==> src/rtl/multicycle_control_fsm.sv <==
// ---------------------------------------------------------------------------
// multicycle_control_fsm
//
// Multicycle control unit for the tipo/op/inm instruction set. An instruction
// is accepted from the fetch unit with a valid/ready handshake. It is then
// sequenced through FETCH/DECODE/EXEC/MEMADR/MEM/WB/BRANCH. Per-state
// datapath controls are decoded from the current state and the latched
// instruction fields.
//
// Ports:
//   clk, rst            rising-edge clock, asynchronous active-high reset
//   instr_valid/ready   instruction handshake with the fetch unit
//   tipo, op, inm       instruction fields (sampled only at the handshake)
//   zero                ALU zero flag, used to resolve BEQ
//   mem_ready           data memory completes the current access
//   ir_write .. pc_write  datapath controls
//   illegal             one-cycle pulse: illegal opcode or memory timeout
//   busy                high in every state except FETCH
//   retired             count of completed instructions (wraps)
// ---------------------------------------------------------------------------
module multicycle_control_fsm #(
  parameter int OP_W        = 2,
  parameter int ALUOP_W     = 2,
  parameter int MEM_TIMEOUT = 16,
  parameter int CNT_W       = 16
) (
  input  logic               clk,
  input  logic               rst,
  input  logic               instr_valid,
  output logic               instr_ready,
  input  logic [1:0]         tipo,
  input  logic [OP_W-1:0]    op,
  input  logic               inm,
  input  logic               zero,
  input  logic               mem_ready,
  output logic               ir_write,
  output logic               reg_write,
  output logic               link_write,
  output logic [1:0]         imm_src,
  output logic               alu_src,
  output logic [ALUOP_W-1:0] alu_op,
  output logic               flag_write,
  output logic               mem_read,
  output logic               mem_write,
  output logic               result_src,
  output logic               pc_write,
  output logic               illegal,
  output logic               busy,
  output logic [CNT_W-1:0]   retired
);

  localparam int WAIT_W = $clog2(MEM_TIMEOUT + 1);
  localparam logic [WAIT_W-1:0]  WAIT_LAST = WAIT_W'(MEM_TIMEOUT - 1);
  localparam logic [ALUOP_W-1:0] ALU_PASS  = ALUOP_W'(0);
  localparam logic [ALUOP_W-1:0] ALU_CMP   = ALUOP_W'(1);
  localparam logic [ALUOP_W-1:0] ALU_ARITH = ALUOP_W'(2);

  typedef enum logic [2:0] {
    S_FETCH, S_DECODE, S_EXEC, S_MEMADR, S_MEM, S_WB, S_BRANCH
  } state_t;

  state_t              state_reg, state_next;
  logic [1:0]          tipo_q;
  logic [OP_W-1:0]     op_q;
  logic                inm_q;
  logic [WAIT_W-1:0]   wait_reg, wait_next;
  logic [CNT_W-1:0]    retired_reg;
  logic                retire;

  // Instruction classification from the latched fields only.
  logic       op_hi_zero;
  logic [1:0] op_lo;
  logic is_arith, is_mov, is_ldr, is_str, is_b, is_bl, is_cmp, is_beq;

  assign op_lo = op_q[1:0];

  // Any op code of 4 or more is illegal, whatever the type.
  generate
    if (OP_W > 2) begin : g_op_hi
      assign op_hi_zero = (op_q[OP_W-1:2] == '0);
    end else begin : g_op_narrow
      assign op_hi_zero = 1'b1;
    end
  endgenerate

  assign is_arith = op_hi_zero && (tipo_q == 2'b00);
  assign is_mov   = op_hi_zero && (tipo_q == 2'b01) && (op_lo == 2'b00);
  assign is_ldr   = op_hi_zero && (tipo_q == 2'b01) && (op_lo == 2'b01);
  assign is_str   = op_hi_zero && (tipo_q == 2'b01) && (op_lo == 2'b10);
  assign is_b     = op_hi_zero && (tipo_q == 2'b10) && (op_lo == 2'b00);
  assign is_bl    = op_hi_zero && (tipo_q == 2'b10) && (op_lo == 2'b01);
  assign is_cmp   = op_hi_zero && (tipo_q == 2'b10) && (op_lo == 2'b10);
  assign is_beq   = op_hi_zero && (tipo_q == 2'b10) && (op_lo == 2'b11);

  always_ff @(posedge clk or posedge rst) begin
    if (rst) begin
      state_reg   <= S_FETCH;
      tipo_q      <= '0;
      op_q        <= '0;
      inm_q       <= 1'b0;
      wait_reg    <= '0;
      retired_reg <= '0;
    end else begin
      state_reg <= state_next;
      wait_reg  <= wait_next;
      if (retire) begin
        retired_reg <= retired_reg + 1'b1;
      end
      if (state_reg == S_FETCH && instr_valid) begin
        tipo_q <= tipo;
        op_q   <= op;
        inm_q  <= inm;
      end
    end
  end

  always_comb begin
    state_next  = state_reg;
    wait_next   = wait_reg;
    retire      = 1'b0;
    instr_ready = 1'b0;
    ir_write    = 1'b0;
    reg_write   = 1'b0;
    link_write  = 1'b0;
    imm_src     = 2'b00;
    alu_src     = 1'b0;
    alu_op      = ALU_PASS;
    flag_write  = 1'b0;
    mem_read    = 1'b0;
    mem_write   = 1'b0;
    result_src  = 1'b0;
    pc_write    = 1'b0;
    illegal     = 1'b0;

    case (state_reg)
      S_FETCH: begin
        instr_ready = 1'b1;
        // Reset holds the FSM in FETCH; keep the IR latch quiet meanwhile.
        if (instr_valid && !rst) begin
          ir_write   = 1'b1;
          state_next = S_DECODE;
        end
      end
      S_DECODE: begin
        if (is_arith || is_mov || is_cmp) begin
          state_next = S_EXEC;
        end else if (is_ldr || is_str) begin
          state_next = S_MEMADR;
        end else if (is_b || is_bl || is_beq) begin
          state_next = S_BRANCH;
        end else begin
          illegal    = 1'b1;
          state_next = S_FETCH;
        end
      end
      S_EXEC: begin
        alu_src = inm_q;
        if (is_arith) begin
          alu_op = ALU_ARITH;
        end else if (is_cmp) begin
          alu_op = ALU_CMP;
        end
        if (is_cmp) begin
          flag_write = 1'b1;
          retire     = 1'b1;
          state_next = S_FETCH;
        end else begin
          state_next = S_WB;
        end
      end
      S_MEMADR: begin
        alu_src    = inm_q;
        imm_src    = 2'b01;
        wait_next  = '0;
        state_next = S_MEM;
      end
      S_MEM: begin
        mem_read  = is_ldr;
        mem_write = is_str;
        if (mem_ready) begin
          // A ready arriving in the last allowed cycle still succeeds.
          if (is_str) begin
            retire     = 1'b1;
            state_next = S_FETCH;
          end else begin
            state_next = S_WB;
          end
        end else if (wait_reg == WAIT_LAST) begin
          // This is the MEM_TIMEOUT-th cycle without ready: abort.
          illegal    = 1'b1;
          wait_next  = '0;
          state_next = S_FETCH;
        end else begin
          wait_next = wait_reg + 1'b1;
        end
      end
      S_WB: begin
        reg_write  = 1'b1;
        result_src = is_ldr;
        retire     = 1'b1;
        state_next = S_FETCH;
      end
      S_BRANCH: begin
        imm_src    = 2'b10;
        pc_write   = is_beq ? zero : 1'b1;
        link_write = is_bl;
        retire     = 1'b1;
        state_next = S_FETCH;
      end
      default: begin
        state_next = S_FETCH;
      end
    endcase
  end

  assign busy    = (state_reg != S_FETCH);
  assign retired = retired_reg;

endmodule
==> config.mk <==
export PLATFORM = sky130hd
export DESIGN_NAME = multicycle_control_fsm
export DESIGN_NICKNAME = d
export VERILOG_FILES = /design/src/rtl/multicycle_control_fsm.sv
export SDC_FILE = /design/constraint.sdc
export NUM_CORES = 1
export LEC_CHECK = 0
export CAP_MARGIN = 30
export CORE_MARGIN = 8
export CORE_UTILIZATION = 35
export CTS_CLUSTER_SIZE = 8
export DETAILED_ROUTE_END_ITERATION = 7
export GPL_ROUTABILITY_DRIVEN = 0
export SLEW_MARGIN = 10
export SYNTH_ARGS = -nofsm -noshare
export SYNTH_HDL_FRONTEND = slang
export SYNTH_SLANG_ARGS = --single-unit
export TNS_END_PERCENT = 30
==> constraint.sdc <==
create_clock -name clk -period 2.1 [get_ports clk]
set_clock_uncertainty 0.2 [all_clocks]
set_input_delay 0.21 -clock clk [delete_from_list [all_inputs] [get_ports clk]]
set_output_delay 0.21 -clock clk [all_outputs]
set_load 0.005 [all_outputs]
==> impl_metrics.ini, run 1 <==
[status]
outcome = finished, final reports clean

[logic_synthesis]
ys_ff_latch = 29
yosysUniqueCellTypes = 37
synth_adder_area_share_pct = 1.58
ys.flop_type = dfrtp_1
synth_top_family_by_area = simple AND/OR/NAND/NOR gates
ys_top_cells_by_count = 29 x dfrtp_1, 13 x xnor2_1, 12 x nor2_1, 9 x nand3_1
ys.warnings.count = 0
syn-cell-area_um2 = 1580
synth_cells = 157
synth.area.top_cells = dfrtp_1 46%, xnor2_1 7.2%, mux2_2 4.3%
post-synth-top-count-cell = dfrtp_1
synth-simple-area-share_pct = 27.9
synthMuxAreaShare_pct = 4.27
yosysTopAreaCell = dfrtp_1
ys_async_sr_fraction_pct = 100
syn_area_per_cell_um2 = 10.1
synth_compound_area_share_pct = 7.75
synth_xor_xnor_area_share_pct = 8.30
seq_area_frac_synth_pct = 45.8
synth_fp_nets = 169
synth_edf_count = 0
synth.top_cell.area_share_pct = 45.8

[placement]
io_buffer_count = 41
dp.cells = 257
place_hpwl_um = 3100

[setup_path]
critPathKind = register to output port
r2r_cells = 5
r2r_slack_ns = 0.09
cp-start-kind = register
r2r-end = retired[1]$_DFFE_PP0P_
crit_required_ns = 1.69
cp_max_fo = 4
endpoint_kind = output port
crit_arrival_ns = 1.67
reg2reg_from = op_lo[0]$_DFFE_PP0P_

[final_layout]
antenna_cells = 0
largest_register_ff_count = 16
fin_cells = 271
multi_input_area_um2 = 845
finalCoreUtilization_pct = 53.3
fillers = 397
area_growth_pct = 46.6
register_area_um2 = 726
fin_nets = 230
drive_above_1_share_pct = 21.5

[clocking]
htreeDepth = 2
cts_buffers = 5
ctsHoldBuffers = 0
insertion_delay_ns = 0.28
path_clk_slew_ns = 0.06
cts_tree = yes
cts.sinks = 29
clk_path_buf_depth = 2
cts_root_buf = clkbuf_8

[timing]
rsz0062_at_grt = true
fin_crit_sh_pct = 99.1
tightest_slew_ns = 0.356
drv_slew = 0
max_slew_margin_pct = 75.6
layout_min_cycle_time_ns = 2.08
hold_viol = 0
fmax_ghz = 0.481
finalSetupViolCount = 0
hold_ws_ns = 0.0975

[power_and_ir_drop]
p_total_mw = 2.56
irDropWorstVdd_mv = 0.486
powerDensity_nw_per_um2 = 1100
leakage_nw = 1.09

[route]
vias = 1344
avgRoutedWirePerCell_um = 15.1
firstDrtPassIters = 4
drc_errors = 0
avgViaCountPerCell = 4.96
wl_um = 4100
drtIter0Drc = 50
final_antenna_net_count = 0

[global_route]
grt_pass1_wl_um = 7190
grt_overflow = 0
grt_usage_pct = 12.3
grt_max_degree = 17
antenna_found_initial = 0
grt_pass1_vias = 1468

[die]
die_w_um = 83.2
rows = 24
dieArea_um2 = 6930
coreArea_um2 = 4350
ios = 42
start_util_pct = 36.4
die_height_um = 83.2

[run]
maxCapViolCount = 0

[min_path]
hp-class = input pin to asynchronous set/reset pin
cells by family (layout without fill, tap and decap cells):
group / after synthesis / after routing
muxes: 6 / 6
and+or+nand+nor: 74 / 74
DFF: 29 / 29
AOI/OAI and AO/OA: 17 / 17
xor gates and xnor gates: 15 / 15
adders and majority gates: 2 / 2
buffers and inverters: 14 / 76
final cells by class:
type / count / area share (%)
clock inverter: 1 / 0.216
sequential: 29 / 31.3
tap: 52 / 2.80
multi-input combinational: 114 / 36.4
inverter: 8 / 1.29
timing repair buffer: 60 / 23.9
clock buffer: 7 / 4.15
where the power goes:
group	leakage, nW	switching, mW	internal (mW)
sequential	0.384	0.135	0.691
combinational	0.652	0.548	0.681
clock	0.0542	0.212	0.296
metal layers:
metal,up-vias,wire length [µm],GRT usage [%]
li1,674,-,-
met1,622,1820,14.7
met2,42,1990,19.8
met3,6,248,4.79
met4,0,45,3.67
met5,-,0,0
layout by cell type (no fill, tap or decap), types with 2 or more instances in the layout:
master	instances
ha_1	2
nor2b_4	2
xor2_1	2
nor3_1	2
xnor2_1	13
inv_1	8
nor2b_1	4
dlygate4sd2_1	6
nor3b_1	3
nand2b_1	3
mux2_2	6
and2_1	8
buf_4	18
clkbuf_8	7
a21oi_1	3
clkdlybuf4s15_1	2
nor2_1	12
clkdlybuf4s50_1	28
o21a_1	2
nand2_1	4
nand3_1	9
dfrtp_1	29
o21ai_0	4
dlymetal6s2s_1	4
and3_1	8
nand4_1	8
critical path, stage by stage (launching register included):
cell and delay (ns):
dfrtp_1 0.42, nor2b_1 0.26, and2_1 0.20, clkdlybuf4s50_1 0.51
through the flow:
| step | instance area, µm² | TNS (ns) | worst slack, ns |
|---|---|---|---|
| after CTS | 2270 | -0.261 | -0.128 |
| final | 2320 | 0 | 0.0198 |
| after global routing | 2320 | -0.180 | -0.0812 |
| after floorplan | 1580 | 0 | 0.394 |
| after global placement | 2120 | 0 | 0.0915 |
| after detailed placement | 2120 | 0 | 0.0135 |
how the worst max path moves through the flow:
stage,from,end,slack [ns],cells after the start
floorplan,state_reg[0]$_DFFE_PP0P_,wait_reg[0]$_DFFE_PP0P_,0.39,5
global placement,state_reg[1]$_DFFE_PP0P_,illegal,0.09,3
detailed placement,state_reg[1]$_DFFE_PP0P_,illegal,0.01,3
CTS,state_reg[0]$_DFFE_PP0P_,alu_op[0],-0.13,4
global route,state_reg[2]$_DFFE_PP0P_,reg_write,-0.08,3
finish,state_reg[1]$_DFFE_PP0P_,reg_write,0.02,3
timing repair:
item | CTS | global route
setup endpoints to repair | 15 | 11
buffers inserted | 2 | 4
pin swaps | 2 | 3
resized for setup | 20 | 10
(Power assumes the default switching activity.)
==> run 2: changes to the inputs <==
Settings changed: CORE_UTILIZATION 35 to 26.
==> run 2 against run 1 <==
Critical path depth stayed put. Flip-flop and latch count stayed put. Core utilization is 13 points lower. Critical endpoint is now alu_op[0]. Largest cell class unchanged. Largest power group unchanged.
==> impl_metrics.ini, run 2 (synthesis gave the netlist of run 1 again) <==
[power_and_ir_drop]
p_total_mw = 2.57
powerDensity_nw_per_um2 = 1090
irDropWorstVdd_mv = 0.518
leakage_nw = 1.08

[die]
start_util_pct = 26.7
dieArea_um2 = 8840
die_height_um = 94.0
coreArea_um2 = 5920
ios = 42
rows = 28
die_w_um = 94.0

[route]
avgViaCountPerCell = 4.65
wl_um = 4060
drt-met1-wl_um = 1790
route.top_layer_used = met4
final_antenna_net_count = 0
wl_met3_um = 263
wl_met2_um = 1970
vias = 1373
avgRoutedWirePerCell_um = 13.8
firstDrtPassIters = 4
drc_errors = 0
drtIter0Drc = 36

[setup_path]
endpoint_kind = output port
critPathKind = register to output port
crit_arrival_ns = 1.68
crit_required_ns = 1.69
cp_max_fo = 7
cp-start-kind = register

[placement]
place_area_um2 = 2170
io_buffer_count = 41
dp_slack_ns = 0.0698
place_hpwl_um = 3100

[final_layout]
drive_above_1_share_pct = 22.3
fillers = 597
area_growth_pct = 49.5
layout_common_cells = 30 x clkdlybuf4s50_1, 28 x dfrtp_1, 16 x buf_4, 13 x xnor2_1, 12 x nor2_1
layout_commonest_cell = clkdlybuf4s50_1
final_area_um2 = 2370
finalCoreUtilization_pct = 40.0
largest_register_ff_count = 16
multi_input_area_um2 = 838
antenna_cells = 0
register_area_um2 = 727
fin_nets = 231

[timing]
hold_viol = 0
timing.final.ws_setup_ns = 0.0130
finalSetupViolCount = 0
max_slew_margin_pct = 76.3
tns_ns = 0
fmax_ghz = 0.479
drv_slew = 0
layout_min_cycle_time_ns = 2.09
tightest_slew_ns = 0.346
fin_crit_sh_pct = 99.4
rsz0062_at_grt = true

[clocking]
cts.sinks = 29
cts_buffers = 5
htreeDepth = 2
cts_tree = yes
cts_root_buf = clkbuf_8
clk_path_buf_depth = 2
path_clk_slew_ns = 0.06
ctsHoldBuffers = 0
insertion_delay_ns = 0.27

[status]
outcome = finished, final reports clean

[min_path]
hp-class = input pin to asynchronous set/reset pin

[global_route]
grt_overflow = 0
antenna_found_initial = 0
grt_usage_pct = 9.81
grt_pass1_vias = 1436
grt_max_degree = 17
grt_pass1_wl_um = 6910

[run]
maxCapViolCount = 0
==> run 2: changes by cell type in the layout (fill, tap and decap cells not counted), moves of 2 or more <==
cell | previous run | this run
buf_4 | 18 | 16
clkdlybuf4s50_1 | 28 | 30
buf_6 | 1 | 4
nor3_2 | 1 | 3
==> run 2: final cells by class <==
cell class | instances | area share, %
sequential | 29 | 30.7
timing repair buffer | 61 | 24.3
tap | 75 | 3.97
clock buffer | 7 | 4.07
multi-input combinational | 114 | 35.4
inverter | 8 | 1.27
clock inverter | 1 | 0.212
==> run 2: path summary, 6_finish.rpt <==
kind,startpoint,endpoint,slack [ns],cells past startpoint
hold / removal,rst,inm_q$_DFFE_PP0P_,0.12,3
setup reg to reg,op_lo[1]$_DFFE_PP0P_,retired[1]$_DFFE_PP0P_,0.17,5
hold reg to reg,retired[15]$_DFFE_PP0P_,retired[15]$_DFFE_PP0P_,0.27,1
max in group asynchronous,rst,retired[4]$_DFFE_PP0P_,1.38,3
min in group clk,retired[15]$_DFFE_PP0P_,retired[15]$_DFFE_PP0P_,0.27,1
setup / recovery,tipo_q[0]$_DFFE_PP0P_,alu_op[0],0.01,3
==> run 2: worst max-delay path, stage by stage (launching register included) <==
cell             delay [ns]
dfrtp_1                0.45
nand4bb_4              0.27
nor3_2                 0.16
clkdlybuf4s50_1        0.53
==> run 2: per-stage QoR <==
step	std cells	hold slack [ns]
5_1_grt	295	0.149
6_report	295	0.124
3_5_place_dp	283	0.271
4_1_cts	295	0.124
2_1_floorplan	157	0.100
3_3_place_gp	283	0.267
==> run 2: per-layer routing <==
metal  global-route usage, %  vias up
met2                    16.5       41
met4                    3.30        0
met1                    11.3      649
met5                       0        -
li1                        -      678
met3                    3.44        5
==> run 2: timing repair <==
| item | CTS | global route |
|---|---|---|
| setup endpoints to repair | 13 | 10 |
| setup buffers | 4 | 0 |
| resized for setup | 19 | 10 |
| pin swaps | 1 | 0 |
==> run 2: report_power, final <==
part | internal, mW | leakage (nW) | switching (mW)
registers | 0.693 | 0.383 | 0.144
clock network | 0.296 | 0.0542 | 0.207
logic | 0.700 | 0.641 | 0.534
==> run 3: changes to the inputs <==
Settings changed: SKIP_CTS_REPAIR_TIMING set to 1.
==> run 3 against run 2 <==
The run now ends with setup timing left. Die area did not move. Non-clock buffer count is 4 lower. First-iteration DRC count down 28%. Setup slack worse by 0.087 ns. Clock power about the same. Total power is 1.3% lower. Core utilization decreased by 0.19 points.
==> impl_metrics.ini, run 3 (synthesis gave the netlist of run 1 again) <==
[setup_path]
cp_max_fo = 7
crit_slowest_cell = clkdlybuf4s50_1
critPathKind = register to output port
critPathLaunch = tipo_q[0]$_DFFE_PP0P_
cp_num_buf_inv = 1
crit_required_ns = 1.69
endpoint_kind = output port
cp-start-kind = register
slowest_delay_ns = 0.53
path_cells = nand4bb_2, nor3_1, clkdlybuf4s50_1
reg2reg_from = op_lo[1]$_DFFE_PP0P_
crit_arrival_ns = 1.76
crit_family = buffers and inverters

[placement]
dp_slack_ns = 0.0698
io_buffer_count = 41
place_hpwl_um = 3100
place_area_um2 = 2170

[final_layout]
largest_register_ff_count = 16
fillers = 596
layout_common_cells = 32 x clkdlybuf4s50_1, 27 x dfrtp_1, 13 x xnor2_1, 12 x nor2_1, 12 x buf_4
area_growth_pct = 48.8
antenna_cells = 0
drive_above_1_share_pct = 21.3
layout_commonest_cell = clkdlybuf4s50_1
fin_nets = 227
final_area_um2 = 2350

[global_route]
grt_overflow = 0
grt_usage_pct = 9.60
grt_pass1_wl_um = 6770
antenna_found_initial = 0
grt_pass1_vias = 1396
grt_max_degree = 17

[timing]
drv_slew = 0
finalSetupViolCount = 3
fin_crit_sh_pct = 104
rsz0062_at_grt = true
timing.final.ws_setup_ns = -0.0739
tightest_slew_ns = 0.344
hold_viol = 0
max_slew_margin_pct = 76.5
layout_min_cycle_time_ns = 2.17
fmax_ghz = 0.460

[die]
start_util_pct = 26.7
ios = 42
die_w_um = 94.0
dieArea_um2 = 8840
coreArea_um2 = 5920
die_height_um = 94.0
rows = 28

[clocking]
clk_path_buf_depth = 2
cts_tree = yes
htreeDepth = 2
cts.sinks = 29
cts_root_buf = clkbuf_8
path_clk_slew_ns = 0.06
insertion_delay_ns = 0.27
cts_buffers = 5

[route]
drc_errors = 0
route.top_layer_used = met4
wl_met3_um = 236
wl_met2_um = 1970
drt-met1-wl_um = 1830
drtIter0Drc = 26
wl_um = 4070
final_antenna_net_count = 0
firstDrtPassIters = 4
vias = 1352
avgRoutedWirePerCell_um = 14.0
avgViaCountPerCell = 4.65

[power_and_ir_drop]
powerDensity_nw_per_um2 = 1080
leakage_nw = 1.13
irDropWorstVdd_mv = 0.508

[run]
maxCapViolCount = 0

[status]
outcome = finished, violations left
violations = setup timing

[min_path]
hp-class = input pin to asynchronous set/reset pin
[run 3: cell count changes in the layout (fill, tap and decap cells not counted), sizes merged]
| cell | delta |
|---|---|
| buf | -4 |
| clkdlybuf4s15 | -2 |
| clkdlybuf4s50 | +2 |
| dlygate4sd2 | -6 |
| dlymetal6s2s | +6 |
[run 3: layout make-up]
| cell class | instances | area [µm²] | share of cell area (%) |
|---|---|---|---|
| flip-flops and latches | 29 | 728 | 30.9 |
| multi-input cells | 114 | 833 | 35.4 |
| clock inverters | 1 | 5.00 | 0.213 |
| inverters | 8 | 30.0 | 1.28 |
| well taps | 75 | 93.8 | 3.99 |
| clock buffers | 7 | 96.3 | 4.09 |
| repair buffers | 57 | 568 | 24.1 |
[run 3: per-layer routing]
metal	GRT usage, %	up-vias
met1	11.3	644
met4	3.30	0
met3	3.28	5
li1	-	667
met5	0	-
met2	15.8	36
[run 3: final timing paths]
path                                            to  slack [ns]  cells past startpoint
max in group asynchronous   retired[4]$_DFFE_PP0P_        1.38                      3
min in group clk           retired[15]$_DFFE_PP0P_        0.27                      1
setup reg to reg            retired[1]$_DFFE_PP0P_        0.17                      5
setup / recovery                        flag_write       -0.07                      3
hold / removal                   inm_q$_DFFE_PP0P_        0.12                      3
hold reg to reg            retired[15]$_DFFE_PP0P_        0.27                      1
[run 3: stage by stage]
step / hold WS [ns] / util, % / TNS (ns) / power [mW] / cells
2_1_floorplan: 0.100 / - / 0 / 1.44 / 157
3_3_place_gp: 0.267 / 36.6 / 0 / 1.93 / 283
3_5_place_dp: 0.271 / 36.6 / 0 / 1.95 / 283
4_1_cts: 0.124 / 38.3 / -1.58 / 2.46 / 291
5_1_grt: 0.149 / 39.8 / -0.443 / 2.72 / 291
6_report: 0.121 / 39.8 / -0.127 / 2.54 / 291
[run 3: power by group]
| group | switching, mW | internal [mW] |
|---|---|---|
| sequential | 0.149 | 0.695 |
| clock | 0.208 | 0.296 |
| combinational | 0.525 | 0.666 |
[run 3: worst min-delay path, stage by stage]
cell and delay, ns:
clkdlybuf4s50_1 0.39, inv_1 0.11, buf_4 0.24
